$ cat src/rtl/apb_pkg.sv
// Shared types and constants for the APB subsystem: FSM states, bus widths
// and the request record the master latches at the start of each transfer.
package apb_pkg;

    localparam int ADDR_W        = 9;
    localparam int DATA_W        = 8;
    localparam int SLV_DEPTH_DEF = 64;

    typedef enum logic [1:0] {
        IDLE   = 2'd0,
        SETUP  = 2'd1,
        ACCESS = 2'd2
    } apb_state_t;

    typedef struct packed {
        logic              write;
        logic [ADDR_W-1:0] addr;
        logic [DATA_W-1:0] wdata;
    } apb_req_t;

endpackage

$ cat src/rtl/apb_if.sv
// Request/response port bundle between the requesting logic (master modport)
// and the APB subsystem (slave modport).
interface apb_if;
    import apb_pkg::*;

    logic              transfer;
    logic              READ_WRITE;
    logic [ADDR_W-1:0] apb_write_paddr;
    logic [ADDR_W-1:0] apb_read_paddr;
    logic [DATA_W-1:0] apb_write_data;
    logic [DATA_W-1:0] apb_read_data_out;
    logic              PSLVERR;

    modport master (
        output transfer, READ_WRITE, apb_write_paddr, apb_read_paddr, apb_write_data,
        input  apb_read_data_out, PSLVERR
    );

    modport slave (
        input  transfer, READ_WRITE, apb_write_paddr, apb_read_paddr, apb_write_data,
        output apb_read_data_out, PSLVERR
    );

endinterface

$ cat src/rtl/apb_master.sv
// APB3 master: IDLE/SETUP/ACCESS sequencer with request registers that hold
// the transfer stable for its whole SETUP/ACCESS lifetime.
module apb_master
    import apb_pkg::*;
(
    input  logic              PCLK,
    input  logic              PRESETn,
    input  logic              transfer,
    input  logic              read_write,
    input  logic [ADDR_W-1:0] write_paddr,
    input  logic [ADDR_W-1:0] read_paddr,
    input  logic [DATA_W-1:0] write_data,
    output logic              psel,
    output logic              penable,
    output logic              pwrite,
    output logic [ADDR_W-1:0] paddr,
    output logic [DATA_W-1:0] pwdata
);

    apb_state_t state_q, state_d;
    apb_req_t   req_q, req_d;
    logic       take_req;

    always_comb begin
        state_d  = state_q;
        req_d    = req_q;
        take_req = 1'b0;
        case (state_q)
            IDLE: begin
                if (transfer) begin
                    state_d  = SETUP;
                    take_req = 1'b1;
                end
            end
            SETUP: state_d = ACCESS;
            ACCESS: begin
                // Slaves are zero-wait, so ACCESS always completes in one cycle.
                if (transfer) begin
                    state_d  = SETUP;
                    take_req = 1'b1;
                end else begin
                    state_d  = IDLE;
                end
            end
            default: state_d = IDLE;
        endcase
        if (take_req) begin
            req_d.write = !read_write;
            req_d.addr  = read_write ? read_paddr : write_paddr;
            req_d.wdata = write_data;
        end
    end

    always_ff @(posedge PCLK) begin
        if (!PRESETn) begin
            state_q <= IDLE;
            req_q   <= '0;
        end else begin
            state_q <= state_d;
            req_q   <= req_d;
        end
    end

    assign psel    = (state_q != IDLE);
    assign penable = (state_q == ACCESS);
    assign pwrite  = req_q.write;
    assign paddr   = req_q.addr;
    assign pwdata  = req_q.wdata;

endmodule

$ cat src/rtl/apb_slave.sv
// Zero-wait APB slave backed by a byte memory. The array is read during SETUP
// into a register so PRDATA is ready in ACCESS while keeping a RAM-style read.
module apb_slave
    import apb_pkg::*;
#(
    parameter int DEPTH = SLV_DEPTH_DEF
) (
    input  logic              PCLK,
    input  logic              PRESETn,
    input  logic              psel,
    input  logic              penable,
    input  logic              pwrite,
    input  logic [7:0]        offset,
    input  logic [DATA_W-1:0] pwdata,
    output logic [DATA_W-1:0] prdata,
    output logic              pready,
    output logic              pslverr
);

    localparam int IDX_W = (DEPTH > 1) ? $clog2(DEPTH) : 1;

    logic [DATA_W-1:0] mem [DEPTH];
    logic [DATA_W-1:0] rd_data_q;
    logic [IDX_W-1:0]  idx;
    logic              err;
    logic              wr_en;

    assign err   = (32'(offset) >= 32'(DEPTH));
    assign idx   = offset[IDX_W-1:0];
    // A reset sampled in ACCESS aborts the transfer, so it must also block the write.
    assign wr_en = PRESETn && psel && penable && pwrite && !err;

    always_ff @(posedge PCLK) begin
        if (psel && !penable) begin
            rd_data_q <= mem[idx];
        end
        if (wr_en) begin
            mem[idx] <= pwdata;
        end
    end

    assign pready  = 1'b1;
    assign pslverr = psel && penable && err;
    assign prdata  = err ? '0 : rd_data_q;

endmodule

$ cat src/rtl/apb_top.sv
// APB subsystem top: master FSM, two byte-memory slaves selected by address
// bit 8, and the registered read-data / error outputs.
module apb_top
    import apb_pkg::*;
#(
    parameter int SLV_DEPTH = SLV_DEPTH_DEF
) (
    input  logic PCLK,
    input  logic PRESETn,
    apb_if.slave bus
);

    logic              psel;
    logic              penable;
    logic              pwrite;
    logic [ADDR_W-1:0] paddr;
    logic [DATA_W-1:0] pwdata;

    logic [DATA_W-1:0] prdata_s  [2];
    logic              pready_s  [2];
    logic              pslverr_s [2];

    logic              slv_sel;
    logic              complete;
    logic [DATA_W-1:0] rd_data_q, rd_data_d;
    logic              pslverr_q, pslverr_d;

    apb_master u_master (
        .PCLK        (PCLK),
        .PRESETn     (PRESETn),
        .transfer    (bus.transfer),
        .read_write  (bus.READ_WRITE),
        .write_paddr (bus.apb_write_paddr),
        .read_paddr  (bus.apb_read_paddr),
        .write_data  (bus.apb_write_data),
        .psel        (psel),
        .penable     (penable),
        .pwrite      (pwrite),
        .paddr       (paddr),
        .pwdata      (pwdata)
    );

    assign slv_sel = paddr[ADDR_W-1];

    generate
        for (genvar gi = 0; gi < 2; gi++) begin : g_slv
            apb_slave #(.DEPTH(SLV_DEPTH)) u_slave (
                .PCLK    (PCLK),
                .PRESETn (PRESETn),
                .psel    (psel && (int'(slv_sel) == gi)),
                .penable (penable),
                .pwrite  (pwrite),
                .offset  (paddr[7:0]),
                .pwdata  (pwdata),
                .prdata  (prdata_s[gi]),
                .pready  (pready_s[gi]),
                .pslverr (pslverr_s[gi])
            );
        end
    endgenerate

    assign complete = psel && penable && pready_s[slv_sel];

    always_comb begin
        rd_data_d = rd_data_q;
        pslverr_d = pslverr_q;
        if (complete) begin
            pslverr_d = pslverr_s[slv_sel];
            if (!pwrite) begin
                rd_data_d = prdata_s[slv_sel];
            end
        end
    end

    always_ff @(posedge PCLK) begin
        if (!PRESETn) begin
            rd_data_q <= '0;
            pslverr_q <= 1'b0;
        end else begin
            rd_data_q <= rd_data_d;
            pslverr_q <= pslverr_d;
        end
    end

    // Forced low while reset is asserted so the first reset cycle already reads 0.
    assign bus.apb_read_data_out = PRESETn ? rd_data_q : '0;
    assign bus.PSLVERR           = PRESETn ? pslverr_q : 1'b0;

endmodule

$ cat src/flat_wrapper.sv
// flat-port wrapper written by rule: the top's interface ports become plain ports
module apb_top_flat import apb_pkg::*;
#(
    parameter int SLV_DEPTH = SLV_DEPTH_DEF
)
  (PCLK, PRESETn, bus_transfer, bus_READ_WRITE, bus_apb_write_paddr, bus_apb_read_paddr, bus_apb_write_data, bus_apb_read_data_out, bus_PSLVERR);
  apb_if bus_i ();
  input  logic PCLK;
  input  logic PRESETn;
  input wire logic [$bits(bus_i.transfer)-1:0] bus_transfer;
  input wire logic [$bits(bus_i.READ_WRITE)-1:0] bus_READ_WRITE;
  input wire logic [$bits(bus_i.apb_write_paddr)-1:0] bus_apb_write_paddr;
  input wire logic [$bits(bus_i.apb_read_paddr)-1:0] bus_apb_read_paddr;
  input wire logic [$bits(bus_i.apb_write_data)-1:0] bus_apb_write_data;
  output wire logic [$bits(bus_i.apb_read_data_out)-1:0] bus_apb_read_data_out;
  output wire logic [$bits(bus_i.PSLVERR)-1:0] bus_PSLVERR;
  assign bus_i.transfer = bus_transfer;
  assign bus_i.READ_WRITE = bus_READ_WRITE;
  assign bus_i.apb_write_paddr = bus_apb_write_paddr;
  assign bus_i.apb_read_paddr = bus_apb_read_paddr;
  assign bus_i.apb_write_data = bus_apb_write_data;
  assign bus_apb_read_data_out = bus_i.apb_read_data_out;
  assign bus_PSLVERR = bus_i.PSLVERR;
  apb_top #(.SLV_DEPTH(SLV_DEPTH)) u_core (.PCLK(PCLK), .PRESETn(PRESETn), .bus(bus_i));
endmodule
$ cat config.mk
export PLATFORM = sky130hd
export DESIGN_NAME = apb_top_flat
export DESIGN_NICKNAME = d
export VERILOG_FILES = /design/src/rtl/apb_pkg.sv /design/src/rtl/apb_if.sv /design/src/rtl/apb_master.sv /design/src/rtl/apb_slave.sv /design/src/rtl/apb_top.sv /design/src/flat_wrapper.sv
export SDC_FILE = /design/constraint.sdc
export NUM_CORES = 1
export LEC_CHECK = 0
export ABC_AREA = 1
export BUFFER_PORTS_ARGS = -buffer_cell sky130_fd_sc_hd__buf_2
export CORE_MARGIN = 3
export CORE_UTILIZATION = 35
export DETAILED_ROUTE_END_ITERATION = 12
export PLACE_DENSITY = 0.61
export SLEW_MARGIN = 20
export SYNTH_ARGS = -nofsm -noshare
export SYNTH_HDL_FRONTEND = slang
export SYNTH_SLANG_ARGS = --single-unit
export TNS_END_PERCENT = 10
$ cat constraint.sdc
create_clock -name PCLK -period 4.2 [get_ports PCLK]
set_input_delay 0.84 -clock PCLK [delete_from_list [all_inputs] [get_ports PCLK]]
set_output_delay 0.84 -clock PCLK [all_outputs]
set_load 0.02 [all_outputs]
==> summary.txt <==
PWR
--------------------------------------------------------------------------------------------------------
Worst vdd rail ir drop                                                                          0.316 mV
Power Dens Cells                                                                              458 nW/um2
Part of the power in registers                                                                     50.2%
Share of total power in combinational logic                                                         7.6%
Static leakage                                                                                   21.6 nW
Cell Int Power                                                                                   18.2 mW
Total power consumption of the routed design                                                     23.8 mW
Net load switching power                                                                         5.63 mW
Clock share of power                                                                               42.2%
Net switching share of the total power                                                             23.7%

SYNTHESIS
--------------------------------------------------------------------------------------------------------
Net count after synthesis                                                                          4,520
Number of cells produced by synthesis                                                              4,490
Number of warnings reported in the yosys synthesis log                                                 0
Sequential area share after synthesis                                                              69.9%
Fraction of synthesized cell area taken by the top area cell type                                  68.6%
Mapped Area                                                                                   45,500 um2
Synth cell types                                                                                      29
Most area-hungry cell type in the Yosys netlist                                                 edfxtp_1
Average footprint of a synthesized cell                                                         10.1 um2
Main area contributors after synthesis                                                      edfxtp_1, nand2_1, dfxtp_1
Post-synthesis sequential element count                                                            1,069

STA
--------------------------------------------------------------------------------------------------------
Post-layout min period                                                                           3.02 ns
Max-slew violation count                                                                               0
Clock tree skew after final layout                                                             0.0309 ns
Max-slew headroom                                                                                  27.6%
Fin Hold WS                                                                                     0.412 ns
Share of the clock period used by the worst path after layout                                      71.8%
Setup repair after global routing missed its margin                                                false
Finish-stage setup viols                                                                               0
Aggregate negative setup slack                                                                      0 ns
Worst Tran Pin Value                                                                             1.09 ns
Final hold violation count                                                                             0
Maximum frequency from static timing analysis                                                  0.331 GHz

GRT
--------------------------------------------------------------------------------------------------------
Antenna violations before repair                                                                       3
Pin count of the biggest net entering global routing                                                 193
Total routing resource utilization after global routing                                            18.0%
Wire length of the first global-routing pass                                                      186 mm
Number of global-route vias before repair                                                          29.1k
Total gr overflow                                                                                      0

ROUTE
--------------------------------------------------------------------------------------------------------
Vias after detailed routing                                                                        31.1k
First-pass iteration count of the detailed router                                                      5
Number of DRC markers after the initial detailed-route iteration                                   3,422
Total Wirelength                                                                                  124 mm
Via-to-Cell Ratio                                                                                   4.86
Total DRC errors in the routed layout                                                                  0
Post-route ant nets                                                                                    0
Post-detailed-route wirelength per cell                                                          19.4 um

CTS
--------------------------------------------------------------------------------------------------------
Level count of the clock H-tree                                                                        3
Post-CTS clock slew at the launch and capture registers of the worst setup and hold paths        0.06 ns
Number of buffers inserted by post-CTS setup repair                                                    0
Cells resized by post-CTS repair                                                                       0
Clock latency on the worst-skew pair                                                             0.69 ns
CTS sink count                                                                                     1,069
Clock tree root buffer cell                                                                    clkbuf_16
Max Root-Sink Buffers                                                                                  3
Number of buffers added to fix hold violations after cts                                               0
Number of buffers added by the clock tree synthesis step                                             111
CTS tree                                                                                            done

SETUP PATH
--------------------------------------------------------------------------------------------------------
Critical Path AT                                                                                 3.58 ns
Category of the worst setup path capture point                                                  register
Startpoint-to-endpoint class of the critical path                                           register to register
Worst-path maximum fanout                                                                            192
Startpoint type of the worst setup path                                                         register
Worst path required time                                                                         4.76 ns

DIE
--------------------------------------------------------------------------------------------------------
Initial Util                                                                                       35.5%
I/O pin total                                                                                         39
Height of the chip                                                                                367 um
Floorplan row count                                                                                  131
Placeable core region                                                                        128,000 um2
Horizontal extent of the die                                                                      367 um
Die area                                                                                     134,000 um2

WORST HOLD PATH
--------------------------------------------------------------------------------------------------------
Tightest Hold Check Type                                                                    input port to register

LAYOUT
--------------------------------------------------------------------------------------------------------
Ratio of cells with drive above 1 in the final layout                                              9.68%
Total number of nets in the final design                                                           4,594
Number of fill cells                                                                               12.3k
Post-Route Utilization                                                                             40.5%
Final std cell area, no fill                                                                  52,000 um2
Layout Area Growth over Synthesis                                                                  14.2%

PLACED DESIGN
--------------------------------------------------------------------------------------------------------
Total placed instance area                                                                    48,200 um2
Number of port buffers                                                                                38
Routability congestion estimate                                                                    0.846
DPL Wire Length                                                                                  71.6 mm

OUTCOME
--------------------------------------------------------------------------------------------------------
Run status                                                                                  finished clean

JOB
--------------------------------------------------------------------------------------------------------
Max Cap Viol                                                                                           0

## worst paths after layout
kind,from,endpoint,slack (ns),cells after the start
worst max-delay path,u_core.u_master.paddr[1]$_SDFFE_PN0P_,u_core.g_slv[1].u_slave.rd_data_q[4]$_DFFE_PP_,1.18,12
worst min-delay path,bus_apb_write_paddr[7],u_core.u_master.paddr[7]$_SDFFE_PN0P_,0.41,3
worst max register to register,u_core.u_master.paddr[1]$_SDFFE_PN0P_,u_core.g_slv[1].u_slave.rd_data_q[4]$_DFFE_PP_,1.18,12
worst min register to register,u_core.rd_data_q[5]$_SDFFE_PN0P_,u_core.rd_data_q[5]$_SDFFE_PN0P_,0.49,2
## critical path, cell delays in order (launching register included)
cell and delay [ns]:
dfxtp_4 0.47, buf_4 0.29, inv_8 0.08, buf_12 0.72, buf_4 0.67, nand2_1 0.12, nand2_1 0.08, nand2_1 0.05
nand2_1 0.08, nand2_1 0.05, nand2_1 0.12, nor2_1 0.07, nand2_1 0.06
## cell usage after synthesis
master,n
edfxtp_1,1040
buf_1,38
o211ai_1,7
o32ai_1,8
inv_2,14
mux2i_1,8
clkinv_1,2
nand4_1,2
buf_2,110
clkbuf_1,85
nor2_1,64
or2_0,1
inv_4,1
nor3_4,6
o21ai_0,17
buf_4,8
or2_2,4
o21ai_1,2
nor2_2,3
nor3_2,41
nor3_1,92
nand3_1,9
a21oi_1,13
nand2_1,2848
inv_1,26
dfxtp_1,29
a221oi_1,6
buf_6,2
nand2_2,4
## cell families after synthesis
group / after synthesis / share of synthesized area [%]
muxes: 8 / 0.176
AOI/OAI and AO/OA: 53 / 0.737
DFF: 1069 / 69.9
and+or+nand+nor: 3074 / 26.4
buffers and inverters: 286 / 2.77
## cell usage in the layout (no fill, tap or decap), types with 2 or more instances in the layout
cell and count:
clkinv_2 21, clkbuf_16 113, buf_4 151, buf_2 38
nand2_1 2848, inv_4 2, a21oi_1 13, nor2_2 3
nand3_1 9, mux2i_1 8, inv_6 5, or2_2 4
nor3_2 41, inv_1 26, o21ai_1 2, clkbuf_1 22
a221oi_1 6, nand2_2 4, nor3_4 6, o32ai_1 8
clkbuf_8 7, buf_12 15, dfxtp_4 11, inv_8 2
nor2_1 64, dfxtp_1 18, o211ai_1 7, clkinv_1 23
inv_2 11, nand4_1 2, clkinvlp_4 2, o21ai_0 17
nor3_1 92, bufinv_16 15, edfxtp_1 1040
## flip-flops by register name (all words and copies together) (netlist names)
signal / cells
u_core.g_slv.u_slave.mem: 1024
u_core.g_slv.u_slave.rd_data_q: 16
u_core.u_master.paddr: 9
u_core.rd_data_q: 8
u_core.u_master.pwdata: 8
u_core.u_master.state_q: 2
u_core.pslverr_q: 1
u_core.u_master.pwrite: 1
## final cells by class
class / instances / area, um2 / area share [%]
Antenna cell: 1 / 2.50 / 0.00482
Clock buffer: 142 / 3010 / 5.79
Clock inverter: 64 / 693 / 1.33
Inverter: 43 / 181 / 0.349
Multi-Input combinational cell: 3135 / 12400 / 24.0
Sequential cell: 1069 / 31900 / 61.3
Tap cell: 1729 / 2160 / 4.16
Timing Repair Buffer: 204 / 1620 / 3.13
## power groups by stage
| stage | registers (mW) | logic (mW) | clock network, mW |
|---|---|---|---|
| 2_1_floorplan | 12.2 | 1.08 | 0 |
| 3_3_place_gp | 12.2 | 1.77 | 0 |
| 3_5_place_dp | 12.2 | 1.79 | 0 |
| 4_1_cts | 12.0 | 1.79 | 10.2 |
| 5_1_grt | 12.0 | 1.99 | 10.6 |
| 6_report | 12.0 | 1.80 | 10.0 |
## metrics by stage
stage	setup WS, ns	cells
3_3_place_gp	1.23	6179
6_report	1.18	6387
2_1_floorplan	1.58	4490
4_1_cts	1.17	6385
5_1_grt	0.931	6387
3_5_place_dp	1.18	6179
## metal layers
layer | global-route usage [%] | share of wire, % | vias up
met2 | 28.1 | 46 | 1162
met1 | 25.5 | 44 | 14900
met3 | 3.20 | 8.0 | 185
met5 | 0 | 0 | -
li1 | - | - | 14800
met4 | 5.43 | 2.8 | 0
Power figures use the tool's default switching activity.
